===== src/rtl/uart_tx_scheduler_pkg.sv =====
// Shared definitions for the UART sample-frame scheduler: frame layout,
// FSM encodings and the frame checksum.
package uart_tx_scheduler_pkg;

    localparam logic [7:0] DEFAULT_HEADER = 8'hA5;
    localparam int         FRAME_LEN      = 5;

    typedef enum logic [1:0] {
        IDLE = 2'd0,
        ARB  = 2'd1,
        SEND = 2'd2,
        WAIT = 2'd3
    } sched_state_t;

    function automatic logic [7:0] frame_checksum(input logic [7:0]  header,
                                                  input logic [7:0]  ch_byte,
                                                  input logic [15:0] sample);
        return header + ch_byte + sample[15:8] + sample[7:0];
    endfunction

endpackage


===== src/rtl/uart_tx_scheduler_rr_arbiter.sv =====
// Combinational round-robin picker: searches upward from last_grant+1 and
// reports the first requesting channel.
module rr_arbiter #(
    parameter int N_CH = 4
) (
    input  logic [N_CH-1:0] req,
    input  logic [2:0]      last_grant,
    output logic            valid,
    output logic [2:0]      grant
);

    localparam logic [N_CH-1:0] ONE = {{(N_CH-1){1'b0}}, 1'b1};

    // Walk from the farthest candidate to the nearest so the nearest requester wins.
    always_comb begin
        valid = 1'b0;
        grant = 3'd0;
        for (int offset = N_CH; offset >= 1; offset--) begin
            if (((req >> ((int'(last_grant) + offset) % N_CH)) & ONE) != '0) begin
                valid = 1'b1;
                grant = 3'((int'(last_grant) + offset) % N_CH);
            end
        end
    end

endmodule


===== src/rtl/uart_tx_scheduler.sv =====
// Collects 16-bit samples from N_CH requesters and streams each as a 5-byte
// frame (header, channel, data hi, data lo, checksum) to an external UART.
module uart_tx_scheduler
    import uart_tx_scheduler_pkg::*;
#(
    parameter int         N_CH   = 4,
    parameter logic [7:0] HEADER = DEFAULT_HEADER
) (
    input  logic                 Clk,
    input  logic                 Reset_n,
    input  logic                 en,
    input  logic [N_CH-1:0]      ch_req,
    input  logic [16*N_CH-1:0]   ch_data,
    output logic [N_CH-1:0]      ch_ack,
    output logic [7:0]           tx_data,
    output logic                 tx_send_en,
    input  logic                 tx_done,
    output logic                 busy,
    output logic [2:0]           cur_ch
);

    localparam logic [2:0]      LAST_IDX = 3'(FRAME_LEN - 1);
    localparam logic [N_CH-1:0] ONE      = {{(N_CH-1){1'b0}}, 1'b1};

    sched_state_t                 state;
    logic [2:0]                   last_grant;
    logic [2:0]                   byte_idx;
    logic [FRAME_LEN-1:0][7:0]    frame;
    logic                         arb_valid;
    logic [2:0]                   arb_grant;
    logic [15:0]                  sample;
    logic [7:0]                   ch_byte;

    assign sample  = ch_data[16*arb_grant +: 16];
    assign ch_byte = {5'b0, arb_grant};

    rr_arbiter #(.N_CH(N_CH)) u_arbiter (
        .req        (ch_req),
        .last_grant (last_grant),
        .valid      (arb_valid),
        .grant      (arb_grant)
    );

    // busy rises on entering ARB so it covers the arbitration cycle; the frame
    // is copied into a local buffer at grant so requesters may move on freely.
    always_ff @(posedge Clk or negedge Reset_n) begin
        if (!Reset_n) begin
            state      <= IDLE;
            tx_send_en <= 1'b0;
            tx_data    <= 8'h00;
            ch_ack     <= '0;
            busy       <= 1'b0;
            cur_ch     <= 3'd0;
            last_grant <= 3'(N_CH - 1);
            byte_idx   <= 3'd0;
            frame      <= '0;
        end else begin
            tx_send_en <= 1'b0;
            ch_ack     <= '0;
            case (state)
                IDLE: begin
                    if (en && (|ch_req)) begin
                        busy  <= 1'b1;
                        state <= ARB;
                    end
                end
                ARB: begin
                    if (arb_valid) begin
                        frame      <= {frame_checksum(HEADER, ch_byte, sample),
                                       sample[7:0], sample[15:8], ch_byte, HEADER};
                        ch_ack     <= ONE << arb_grant;
                        cur_ch     <= arb_grant;
                        byte_idx   <= 3'd0;
                        tx_data    <= HEADER;
                        tx_send_en <= 1'b1;
                        state      <= SEND;
                    end else begin
                        busy  <= 1'b0;
                        state <= IDLE;
                    end
                end
                SEND: state <= WAIT;
                WAIT: begin
                    if (tx_done) begin
                        if (byte_idx < LAST_IDX) begin
                            byte_idx   <= byte_idx + 3'd1;
                            tx_data    <= frame[byte_idx + 3'd1];
                            tx_send_en <= 1'b1;
                            state      <= SEND;
                        end else begin
                            busy       <= 1'b0;
                            last_grant <= cur_ch;
                            state      <= IDLE;
                        end
                    end
                end
                default: state <= IDLE;
            endcase
        end
    end

endmodule


===== config.mk =====
export PLATFORM = sky130hd
export DESIGN_NAME = uart_tx_scheduler
export DESIGN_NICKNAME = d
export VERILOG_FILES = /design/src/rtl/uart_tx_scheduler_pkg.sv /design/src/rtl/uart_tx_scheduler_rr_arbiter.sv /design/src/rtl/uart_tx_scheduler.sv
export SDC_FILE = /design/constraint.sdc
export NUM_CORES = 1
export LEC_CHECK = 0
export CAP_MARGIN = 15
export CORE_MARGIN = 2
export CORE_UTILIZATION = 52
export DETAILED_ROUTE_END_ITERATION = 8
export GPL_ROUTABILITY_DRIVEN = 0
export PLACE_DENSITY = 0.86
export SLEW_MARGIN = 10
export SYNTH_ARGS = -nofsm -noshare
export SYNTH_HDL_FRONTEND = slang
export SYNTH_SLANG_ARGS = --single-unit

===== constraint.sdc =====
create_clock -name Clk -period 6.5 [get_ports Clk]
set_input_delay 0.975 -clock Clk [delete_from_list [all_inputs] [get_ports Clk]]
set_output_delay 0.975 -clock Clk [all_outputs]
set_load 0.005 [all_outputs]

# Word level (Yosys, flattened, before mapping)
# Cells that the tools add are included.
dict set report op_classes {
  n_addsub 8
  magnitude_cmp 2
  n_eq_ne 9
  n_shift 6
  mux 34
  bitwise_logic 5
  n_reduce_logical 14
}
# op n
set ops {}
lappend ops {{$shr A4 B32 Y1} 4}
lappend ops {{$shiftx A64 B8 Y16} 1}
lappend ops {{$mux W8} 4}
lappend ops {{$bmux W8 S3} 1}
lappend ops {{$mux W3} 7}
lappend ops {{$add A8 B8 Y8} 2}
lappend ops {{$pmux W8 S2} 1}
lappend ops {{$ne A2 B2 Y1 const B} 6}
lappend ops {{$mux W1} 11}
lappend ops {{$add A8 B3 Y8 const A} 1}
lappend ops {{$mux W2} 4}
lappend ops {{$mux W4} 2}
lappend ops {{$pmux W2 S4} 1}
lappend ops {{$reduce_or A2 Y1} 4}
lappend ops {{$pmux W3 S2} 1}
lappend ops {{$reduce_and A5 Y1} 1}
lappend ops {{$add A2 B1 Y2 const B} 2}
lappend ops {{$add A2 B2 Y2 const B} 2}
lappend ops {{$and A1 B1 Y1 const A} 4}
lappend ops {{$eq A2 B2 Y1 const B} 2}
lappend ops {{$lt A3 B4 Y1 const B} 1}
lappend ops {{$reduce_and A2 Y1} 2}
lappend ops {{$reduce_and A4 Y1} 1}
lappend ops {{$reduce_or A4 Y1} 1}
lappend ops {{other kinds (12)} 12}
dict set report word_totals {
  ff_bits 49
  out_inout_bits 17
  word_cells 90
}

# Longest topological paths before layout
dict set report logic_depth {
  depth_word 11
  depth_mapped 19
}

# Hierarchy
# A second synthesis with hierarchy kept.
dict set report unflattened {
  cells_unflattened 295
  hier_area_um2 3188.1
}
# module instances cells_each area_per_inst_um2
set modules_own_cells {}
lappend modules_own_cells {uart_tx_scheduler 1 279 3085.5}
lappend modules_own_cells {rr_arbiter 1 16 102.6}

# Worst setup path after synthesis
# OpenSTA, ideal clock, no wires.
dict set report synth_timing {
  kind {in2reg}
  startpoint {input ch_req[0]}
  endpoint {register frame[38] (netlist bit)}
  setup_time_ps 83
  arrival_time_ps 3771
  t_required_ps 6417
  setup_slack_ps 2646
  cell_stages 18
  path_cell_list {a21oi_1 > a31oi_1 > a21oi_1 > buf_2 > mux2_2 > o21ai_0 > ha_1 > inv_1 > ha_1 > inv_1 > fa_1 > nor2b_1 > o21ai_0 > nand2b_1 > a21o_1 > a21oi_1 > xor2_1 > o21ai_0}
}
dict set report synth_between {
  elab_chain_len 8
  word_cells_on_any_way 17
}
# item line_no
set synth_lines {}
lappend synth_lines {{start, declared} uart_tx_scheduler.sv:12} ;# input logic [N_CH-1:0] ch_req,
lappend synth_lines {{$shr A4 B32 Y1} uart_tx_scheduler_rr_arbiter.sv:19} ;# if (((req >> ((int'(last_grant) + offset) % N_CH)) & ONE) != '0) begin
lappend synth_lines {{$mux W3 (4 in a row)} uart_tx_scheduler_rr_arbiter.sv:19}
lappend synth_lines {{$shiftx A64 B8 Y16 or $add A8 B3 Y8 (tied branches)} {uart_tx_scheduler.sv:34, uart_tx_scheduler_pkg.sv:18}}
lappend synth_lines {{$add A8 B8 Y8 (2 in a row)} uart_tx_scheduler_pkg.sv:18} ;# return header + ch_byte + sample[15:8] + sample[7:0];
lappend synth_lines {{end signal, assigned} uart_tx_scheduler.sv:69} ;# frame <= {frame_checksum(HEADER, ch_byte, sample),
lappend synth_lines {{end, declared} uart_tx_scheduler.sv:28} ;# logic [FRAME_LEN-1:0][7:0] frame;
# Parallel ways exist; a longest one is shown, timed or not.
# A chain may end at the register's enable or synchronous reset.

# Worst setup path in the final report
dict set report layout_timing {
  startpoint {input ch_req[3]}
  endpoint {register frame[39] (netlist bit)}
}
dict set report layout_between {
  elab_chain_len 8
  word_cells_on_any_way 17
}
# item line_no
set layout_lines {}
lappend layout_lines {{$shr A4 B32 Y1} uart_tx_scheduler_rr_arbiter.sv:19}
lappend layout_lines {{$mux W3 (3 in a row)} uart_tx_scheduler_rr_arbiter.sv:19}
lappend layout_lines {{$mux W3 *} uart_tx_scheduler_rr_arbiter.sv:19}
lappend layout_lines {{$shiftx A64 B8 Y16 *} uart_tx_scheduler.sv:34} ;# assign sample = ch_data[16*arb_grant +: 16];
lappend layout_lines {{named net sample[9]} uart_tx_scheduler.sv:31} ;# logic [15:0] sample;
lappend layout_lines {{$add A8 B8 Y8 * (2 in a row)} uart_tx_scheduler_pkg.sv:18}
# Mark *: on every way through the listed nets, which the timed path passes. The rest lies on a longest branch.

==> results by group <==
Clock network
  – CTS tree: done
  – Clock Path Buffers: 2
  – Worst-Skew Late Latency: 0.30 ns
  – Post-CTS Setup Inserts: 0
  – Num Clock Sinks: 48
  – Hold Buf Count CTS: 0
  – TritonCTS Buffers: 5
  – Clock-pin slew on the worst setup and hold paths: roughly 0.09 ns
  – H-tree levels: 2
  – CTS resizes: 0
  – Clk root buf: clkbuf_8

Routing
  – Pre-Repair DR Iteration Count: 4
  – Final WL: about 7.2 mm
  – Final antenna-violating net count: 0
  – WL per Instance: approximately 14 µm
  – # DRC: 0
  – Average vias per placed instance: 5.463
  – Via count: 2715
  – Drt initial violations: ~160

Logic synthesis
  – Top_reg_cell synth: dfrtp_1
  – Ys async rst share: 1.000
  – Proportion of netlist area held by the largest area contributor: 0.3735
  – EDFF count, synth: 0
  – Synth warnings: 0
  – Post-synthesis sequential area ratio: 0.3906
  – Area of the mapped netlist: 0.003082 mm²
  – Synth cell types: 45
  – Post-synth top area cell: dfrtp_1
  – Synthesized instance count: roughly 340
  – Area contributors post-synth: dfrtp_1 (37%), mux2i_1 (13%), nand2_1 (8.8%)
  – Mapped Nets: 430
  – Synthesized flop and latch total: 48
  – Avg Inst Size Synth: roughly 9.0 µm²

Pwr
  – Switch share: 0.4305
  – Flop pwr share: 0.288
  – Pwr/cell area: ~450 mW/mm²
  – Clock share of power: 0.118
  – NetSw: around 800 µW
  – Comb power frac: 0.594
  – VDD IR max: 0.0002610 V
  – Cell Int Power: about 1000 µW
  – Static leakage: ~0.0019 µW

STA
  – Slew Limit Headroom: 0.4018
  – Clock Skew: roughly 0.007 ns
  – Fin. Hold Viols: 0
  – Fin Setup TNS: 0 ns
  – Max Freq: 219.1 MHz
  – Count of final setup violators: 0
  – Crit share post-route: 0.7022
  – Worst-Margin Slew: approximately 0.9 ns
  – Min Tclk post-route: roughly 4.6 ns
  – Slew Viols, Final: 0
  – RSZ-0062 raised after global routing: false

Place
  – Dpl hpwl: ~5.6 mm
  – Post-DP Area: around 0.0040 mm²
  – Port Buffer Count: 87

Critical path
  – Worst path required time: between 6 and 7 ns
  – Setup crit start kind: input pin
  – Critical Path AT: around 4.8 ns
  – CP max stage cell: o21ai_4
  – Max FO, Critical Path: 25
  – CP delay by family, top: compound AO/OA/AOI/OAI gates
  – WP buf/inv: 2
  – Crit path kind: in2reg
  – Crit path cell chain: clkdlybuf4s50_1 -> nand2b_1 -> a21boi_1 -> o21ai_4 -> inv_4 -> mux2i_1 -> mux2i_1 -> ha_1 -> ha_1 -> a21o_1 -> a211oi_1 -> o21ai_0 -> o211ai_1 -> nor3b_1 -> o2bb2ai_1 -> nand3_1
  – Crit end category: flip-flop
  – Slowest stage delay, CP: 0.61 ns

Cells and area
  – Post-route cell area: ~0.0041 mm²
  – Post-layout nets: between 500 and 600
  – Final core occ: 0.7074
  – Layout cell share with drive strength beyond 1: 0.06872
  – Area delta synth->final: 33.50%
  – Fill cells: between 400 and 500
  – # diodes: 0

Global routing
  – Initial antenna violation count: 0
  – Global-route wire length before repair: ~12 mm
  – All-layer global routing usage: 0.2321
  – Vias in the first global route: 2581
  – Largest net degree at the start of global routing: 49
  – Grt ovf: 0

Outcome
  – Outcome: finished clean

Floorplan
  – Die Width: about 81 µm
  – Die ar.: between 0.006 and 0.007 mm²
  – Die height: slightly above 80 µm
  – Initial core utilization: 0.5299
  – I/O pins: 89
  – CORE AREA: just under 0.006 mm²
  – Rows: 28

Min path
  – Hold Path Class: reg2reg

Run
  – MaxCap Viol Count: 0
## metal layers
| layer | track usage | vias up | share of wire |
|---|---|---|---|
| met2 | 0.3802 | 110 | 0.48 |
| met1 | 0.3137 | 1253 | 0.44 |
| met3 | 0.04111 | 15 | 0.064 |
| li1 | - | 1337 | - |
| met4 | 0.07288 | 0 | 0.021 |
| met5 | 0 | - | 0 |
## state kept, by name (all words and copies together) (netlist names)
name	count
byte_idx	3
ch_ack	4
tx_data	8
frame	27
tx_send_en	1
last_grant	2
busy	1
state	2
## synthesized netlist by cell type, types with 3 or more instances
cell	count
a21oi_1	10
a31oi_1	5
and3_1	3
buf_2	5
buf_4	3
clkbuf_1	9
dfrtp_1	46
ha_1	15
inv_1	12
mux2_2	9
mux2i_1	41
nand2_1	72
nand2b_1	5
nand3_1	7
nor2_1	19
nor2b_1	3
nor3_1	10
nor3b_1	3
o21ai_0	27
xnor2_1	3
xor2_1	3
## worst register-to-register path: cells and delay by family (launching register included)
family | cells | cell delay (ns)
AO/OA/AOI/OAI | 7 | 1.64
adder cells (fa/ha/maj) | 2 | 0.67
buffers and inverters | 1 | 0.25
flip-flops | 1 | 0.60
multiplexers | 2 | 0.32
AND/OR/NAND/NOR | 3 | 0.31
## worst paths after layout
kind	endpoint	slack (ns)	depth (start not counted)	start
max in group asynchronous	tx_send_en	5.35	2	Reset_n
max	frame[39]	1.94	16	ch_req[3]
min in group asynchronous	byte_idx[2]	0.63	1	Reset_n
min	frame[28]	0.48	2	frame[28]
max reg2reg	frame[39]	2.59	15	last_grant[1]
min reg2reg	frame[28]	0.48	2	frame[28]
## cell usage in the layout, fill, tap and decap left out, types with 5 or more instances in the layout
cell type and count:
a21oi_1 9, a31oi_1 5, clkbuf_8 5, clkdlybuf4s50_1 86
dfrtp_1 46, ha_1 15, inv_1 12, mux2_2 9
mux2i_1 41, nand2_1 72, nand2b_1 5, nand3_1 7
nor2_1 19, nor3_1 10, o21ai_0 27
## cell families (layout without fill, tap and decap cells)
family	after synthesis	in the layout	synth area share
adder cells (fa/ha/maj)	16	16	0.06740
multiplexers	52	52	0.1807
flip-flops	48	48	0.3906
other	1	1	0.001217
AO/OA/AOI/OAI	58	58	0.1141
buffers and inverters	32	112	0.04547
AND/OR/NAND/NOR	129	129	0.1835
XOR/XNOR	6	6	0.01706
## final cells by class
| cell class | instances | area [µm²] | area share |
|---|---|---|---|
| clock buffer | 5 | 68.82 | 0.01673 |
| clock inverter | 3 | 42.54 | 0.01034 |
| inverter | 14 | 55.05 | 0.01338 |
| multi-input combinational | 262 | 1749 | 0.4252 |
| sequential | 48 | 1204 | 0.2926 |
| tap | 75 | 93.84 | 0.02281 |
| timing repair buffer | 90 | 900.9 | 0.2190 |
## through the flow
stage,setup WS [ns],hold WS [ns],instances,power (µW)
after floorplan,2.646,0.4401,342,1302
after global placement,1.735,0.4553,488,1573
after detailed placement,1.609,0.4653,488,1614
after CTS,1.925,0.4874,496,1833
after global routing,1.602,0.5098,497,2003
final,1.936,0.4846,497,1838
## power by group through the flow
| stage | Clock [µW] | Combinational [µW] | Sequential (µW) |
|---|---|---|---|
| 6_report | 217 | 1090 | 529 |
| 2_1_floorplan | 0 | 805 | 497 |
| 3_5_place_dp | 0 | 1080 | 532 |
| 3_3_place_gp | 0 | 1050 | 523 |
| 5_1_grt | 234 | 1230 | 542 |
| 4_1_cts | 219 | 1090 | 526 |
Note: power is estimated with default switching activity, not from simulation.
==> edit 1 (same settings) <==
`N_CH` is set to 4 in 2 places; all go to 8.
--- a/src/rtl/uart_tx_scheduler_rr_arbiter.sv
+++ b/src/rtl/uart_tx_scheduler_rr_arbiter.sv
@@ -1,7 +1,7 @@
 // Combinational round-robin picker: searches upward from last_grant+1 and
 // reports the first requesting channel.
 module rr_arbiter #(
-    parameter int N_CH = 4
+    parameter int N_CH = 8
 ) (
     input  logic [N_CH-1:0] req,
     input  logic [2:0]      last_grant,
--- a/src/rtl/uart_tx_scheduler.sv
+++ b/src/rtl/uart_tx_scheduler.sv
@@ -3,7 +3,7 @@
 module uart_tx_scheduler
     import uart_tx_scheduler_pkg::*;
 #(
-    parameter int         N_CH   = 4,
+    parameter int         N_CH   = 8,
     parameter logic [7:0] HEADER = DEFAULT_HEADER
 ) (
     input  logic                 Clk,
Interface: changed (resized ch_ack, ch_data and ch_req); port bits go from 89 to 161. No check against the original RTL was run, so the function may have changed too.
==> edit 1 against the original RTL <==
Routed wire length up 100%. Hold slack improved by 0.0012 ns. Setup slack got worse by 1.6 ns. Cell area increased by 70%. Sequential cell count increased by 6. Area after synthesis up 58%. Critical endpoint unchanged. Largest cell class unchanged. Highest routed layer unchanged.
Power is left out: the tool's default activity adds up to more than one toggle a clock period on the data nets, which glitch-free logic cannot reach.
==> edit 1: results (changes against the original RTL) <==
- The arrival time at the worst endpoint was 6.42 ns (+1.66 ns).
- The number of port buffers was 160 (+84%).
- Result of the run: completed
- Slack of the worst reg-to-reg path: 0.33 ns (-2.26 ns)
- Dpl ws: -0.279 ns (-1.89 ns)
- The DRC violation total after the first TritonRoute iteration was 263 (+63%).
- Number of H-tree levels: 2 (unchanged)
- The post-detailed-route via-to-cell ratio was 5.87 (+7.4%).
* Post-synthesis sequential area ratio: 0.278 (-0.113)
- The delay of the slowest cell on the worst path was 0.54 ns (-0.07 ns).
- Routed len/inst: 18.8 um (+31%)
- Largest net degree at the start of global routing: 55 (+12%)
- Critical path peak fanout: 19 (-24%)
* Largest cells by area after synthesis: dfrtp_1 26%, mux2i_1 24%, mux2_2 6.0%
- The count of filler cells inserted in the layout came to 626 (+43%).
* Top post-synthesis cells by count: 116 x mux2i_1, 57 x nand2_1, 51 x dfrtp_1
- Post-route worst setup slack: 0.329 ns (-1.61 ns)
* Depth of the most critical reg-to-reg path: 26 (+11)
- Among all stages on the critical path, the largest delay is contributed by dfstp_2.
* Share of layout cells above drive strength 1: 0.172 (+0.104)
- The final clock skew was 0.00239 ns (-0.00478 ns).
- The total routing usage reported by global routing is 0.289 (+0.0570).
- Actual slew at the worst max-slew pin: 0.938 ns (+0.0444 ns)
* Post-placement cell count: 765 (+57%)
* Global-route wire length before repair: 22.6 mm (+91%)
- The hold-critical path depth was 1 (-1).
- The number of nets at the end of the flow was 830 (+63%).
* Post-synthesis area per instance: 10.0 sq um (+11%)
- Count of placed standard cells in the final layout, fillers left out: 778 (+57%)
- Post-DP HPWL: 11.8 mm (+110%)
- Regs by FF count: frame: 28 flops, ch_ack: 8 flops, tx_data: 8 flops
* Number of unique standard cell types used by synthesis: 61 (+36%)
- Net count of the mapped netlist: 651 (+51%)
-- edit 1: cell types whose count changed after synthesis, moves of 6 or more --
cell	delta
nand2_1	-15
mux2i_1	+75
inv_1	+6
ha_1	+6
mux2_2	+17
mux4_2	+8
buf_2	+9
-- edit 1: through the flow --
step	cell area, sq um	hold WS [ns]
4_1_cts	6860	0.485
6_report	6980	0.486
5_1_grt	6980	0.520
3_5_place_dp	6760	0.456
3_3_place_gp	6760	0.451
2_1_floorplan	4890	0.435
-- edit 1: logic make-up after synthesis --
| family | share of synthesized area |
|---|---|
| simple gates | 0.0982 |
| compound gates | 0.125 |
| xor+xnor | 0.0231 |
| buf+inv | 0.0490 |
| mux | 0.360 |
| flops | 0.278 |
| fa+ha+maj | 0.0662 |
-- edit 1: repair_timing --
action,4_1_cts,5_1_grt
pin swaps,0,3
setup endpoints to repair,1,1
buffers inserted,0,5
resized for setup,1,20
hold buffers,0,0
-- edit 1: path summary, 6_finish.rpt --
kind                               end           from
max in group asynchronous  byte_idx[0]        Reset_n
min in group asynchronous    frame[38]        Reset_n
min reg2reg                   frame[0]       frame[0]
max                          frame[39]  last_grant[0]
max reg2reg                  frame[39]  last_grant[0]
min                           frame[0]       frame[0]
-- edit 1: layout make-up --
type | instances | area share
multi-input cells | 381 | 0.481
repair buffers | 203 | 0.280
flip-flops and latches | 54 | 0.194
well taps | 111 | 0.0199
clock buffers | 6 | 0.0118
inverters | 21 | 0.0113
clock inverters | 2 | 0.00233
-- edit 1: routing by layer --
layer | up-vias | GRT usage | wire length (um)
met5 | - | 0 | 0
met4 | 0 | 0.139 | 646
met3 | 39 | 0.0569 | 1070
met2 | 210 | 0.504 | 7380
met1 | 2162 | 0.340 | 5570
li1 | 2152 | - | -
==> edit 2 (same settings) <==
Made on the original files. Make the reset (`Reset_n`) synchronous in one clocked block.
--- a/src/rtl/uart_tx_scheduler.sv
+++ b/src/rtl/uart_tx_scheduler.sv
@@ -43,7 +43,7 @@
 
     // busy rises on entering ARB so it covers the arbitration cycle; the frame
     // is copied into a local buffer at grant so requesters may move on freely.
-    always_ff @(posedge Clk or negedge Reset_n) begin
+    always_ff @(posedge Clk) begin
         if (!Reset_n) begin
             state      <= IDLE;
             tx_send_en <= 1'b0;
Behaviour: differs if Reset_n is asserted again (counterexample within 4 cycles, from zero or initial values and one cycle with Reset_n low); with Reset_n held inactive, the same outputs for 4 cycles.
==> edit 2 against the original RTL <==
Critical endpoint is now frame[39]. Setup slack lost 0.27 ns. Non-clock buffer count unchanged. Area after synthesis is 4.3% lower. Register-to-register slack got worse by 0.09 ns. Via count up 5.5%. Routed wire length increased by 4.6%. Cell area down 4.4%. Sequential cell count unchanged.
Power is not compared: it rests on default switching activity, and its combinational part moved more than twofold at a synthesized area within 25%.
==> edit 2: results (changes against the original RTL) <==
- The run finished with clean final reports.
- The total routing usage reported by global routing is 0.248 (+0.0161).
- The number of gates resized after cts was 0 (unchanged).
- Drt pass-1 iters: 4 (unchanged)
* Setup Total Neg Slack: 0 ns (unchanged)
- The delay of the slowest cell on the worst path is 0.73 ns (+0.12 ns).
* Share of synthesized area spent on multiplexers: 0.119 (-0.0619)
- Post-synthesis sequential area ratio: 0.326 (-0.0647)
- The count of different cell masters after synthesis is 45 (unchanged).
- Global-route wire length before repair: 12.4 mm (+4.7%)
- Setup bufs post-CTS: 0 (unchanged)
* Share of layout cells above drive strength 1: 0.0386 (-0.0301)
- Number of port buffers: 87 (unchanged)
* Wirelength, routed: 7.50 mm (+4.6%)
* Count of antenna diodes in the layout: 0 (unchanged)
* Critical path peak fanout: 20 (-20%)
- The number of synthesized flops with an enable pin was 0 (unchanged).
- The final clock skew was 0.00538 ns (-0.00179 ns).
- Net total in the final layout: 527 (+3.5%)
- The min-delay analysis places its worst path in the category register to register.
- The initial antenna violation count came to 0 (unchanged).
* Largest net degree at the start of global routing: 37 (-24%)
- Top post-synthesis cells by count: 59 x nand2_1, 50 x a21oi_1, 48 x dfxtp_1
- The clock slew seen by the registers of the worst setup and hold paths is 0.09 ns (about the same).
- Adder and majority cell fraction of the synthesized area: 0.0704 (+0.00303)
- Xor/xnor share of the synthesized area: 0.0314 (+0.0143)
* Async set-reset flop share out of synthesis: 0 (-1.00)
- Summed over all cells, the static leakage comes to 1.47 nW.
- Via density: 5.59 (+2.4%)
- The post-detailed-placement half-perimeter wirelength was 5.66 mm (+0.31%).
- The number of warning messages in the yosys log was 0 (unchanged).
- Violation count after the first detailed-routing iteration: 184 (+14%)
* Regs by FF count: frame: 27 flops, tx_data: 8 flops, ch_ack: 4 flops
- Dpl ws: 1.40 ns (-0.206 ns)
- Headroom to the max-slew limit: 0.322 (-0.0794)
- In this design, the largest share of critical-path delay is due to compound AO/OA/AOI/OAI gates.
- The worst-case IR drop observed on VDD is about 0.13 mV.
- The number of buffers added by the clock tree synthesis step is 5 (unchanged).
- The clock latency at the later pin of the worst-skew pair is 0.30 ns (about the same).
- Clock root buffer master: clkbuf_8
* Share of the synthesized area in compound gates (AO/OA/AOI/OAI): 0.210 (+0.0955)
- Via count of the first global-routing pass: 2738 (+6.1%)
- Net count of the mapped netlist: 456 (+6.0%)
- Sorting the synthesized cells by area gives the leading types as dfxtp_1 33%, mux2i_1 8.8%, a21oi_1 8.5%.
- The count of filler cells inserted in the layout was 470 (+7.1%).
- Number of H-tree levels: 2 (unchanged)
- The arrival time at the worst endpoint is 5.03 ns (+0.27 ns).
- The worst-case clock buffer depth was 2 (unchanged).
- Among all stages on the critical path, the largest delay is contributed by a211oi_4.
[edit 2: cell count changes in the layout (fill, tap and decap cells not counted), sizes merged, moves of 6 or more]
cell and change:
nor3 -7, inv -6, and2 +14, dfxtp +48, dfrtp -46, nand2 -13, a21oi +40, o21ai -9
a211oi +17, mux2i -15
[edit 2: area by class of cell]
| class | instances | area (sq um) | area share |
|---|---|---|---|
| Clock inverter | 2 | 35.0 | 0.00891 |
| Timing Repair Buffer | 90 | 893 | 0.227 |
| Clock buffer | 6 | 72.6 | 0.0185 |
| Tap cell | 72 | 90.1 | 0.0229 |
| Multi-Input combinational cell | 285 | 1850 | 0.469 |
| Inverter | 9 | 33.8 | 0.00859 |
| Sequential cell | 48 | 961 | 0.244 |
[edit 2: routing by layer]
metal,track usage,up-vias,part of all wire
met4,0.0655,0,0.012
met3,0.0511,12,0.064
met1,0.280,1329,0.39
met2,0.470,103,0.53
li1,-,1420,-
met5,0,-,0
[edit 2: metrics by stage]
stage	std cells	total power (W)	cell area [sq um]
5_1_grt	512	0.000872	3930
3_3_place_gp	504	0.000602	3820
2_1_floorplan	368	0.000512	2950
3_5_place_dp	504	0.000614	3820
4_1_cts	512	0.000825	3930
6_report	512	0.000826	3930
[edit 2: power breakdown]
part,total (W),switching (W),internal [W]
Sequential,0.000333,0.0000149,0.000318
Combinational,0.000279,0.000134,0.000145
Clock,0.000214,0.0000993,0.000114
[edit 2: path summary, 6_finish.rpt]
check                 from        end  slack (ns)  cells past startpoint
max reg2reg  last_grant[1]  frame[39]        2.50                     14
min              frame[33]  frame[33]        0.46                      2
min reg2reg      frame[33]  frame[33]        0.46                      2
max              ch_req[1]  frame[39]        1.66                     15
[edit 2: worst min-delay path: stages (launching register included)]
cell     delay [ns]
dfxtp_1        0.32
nand2_1        0.05
a21oi_1        0.05
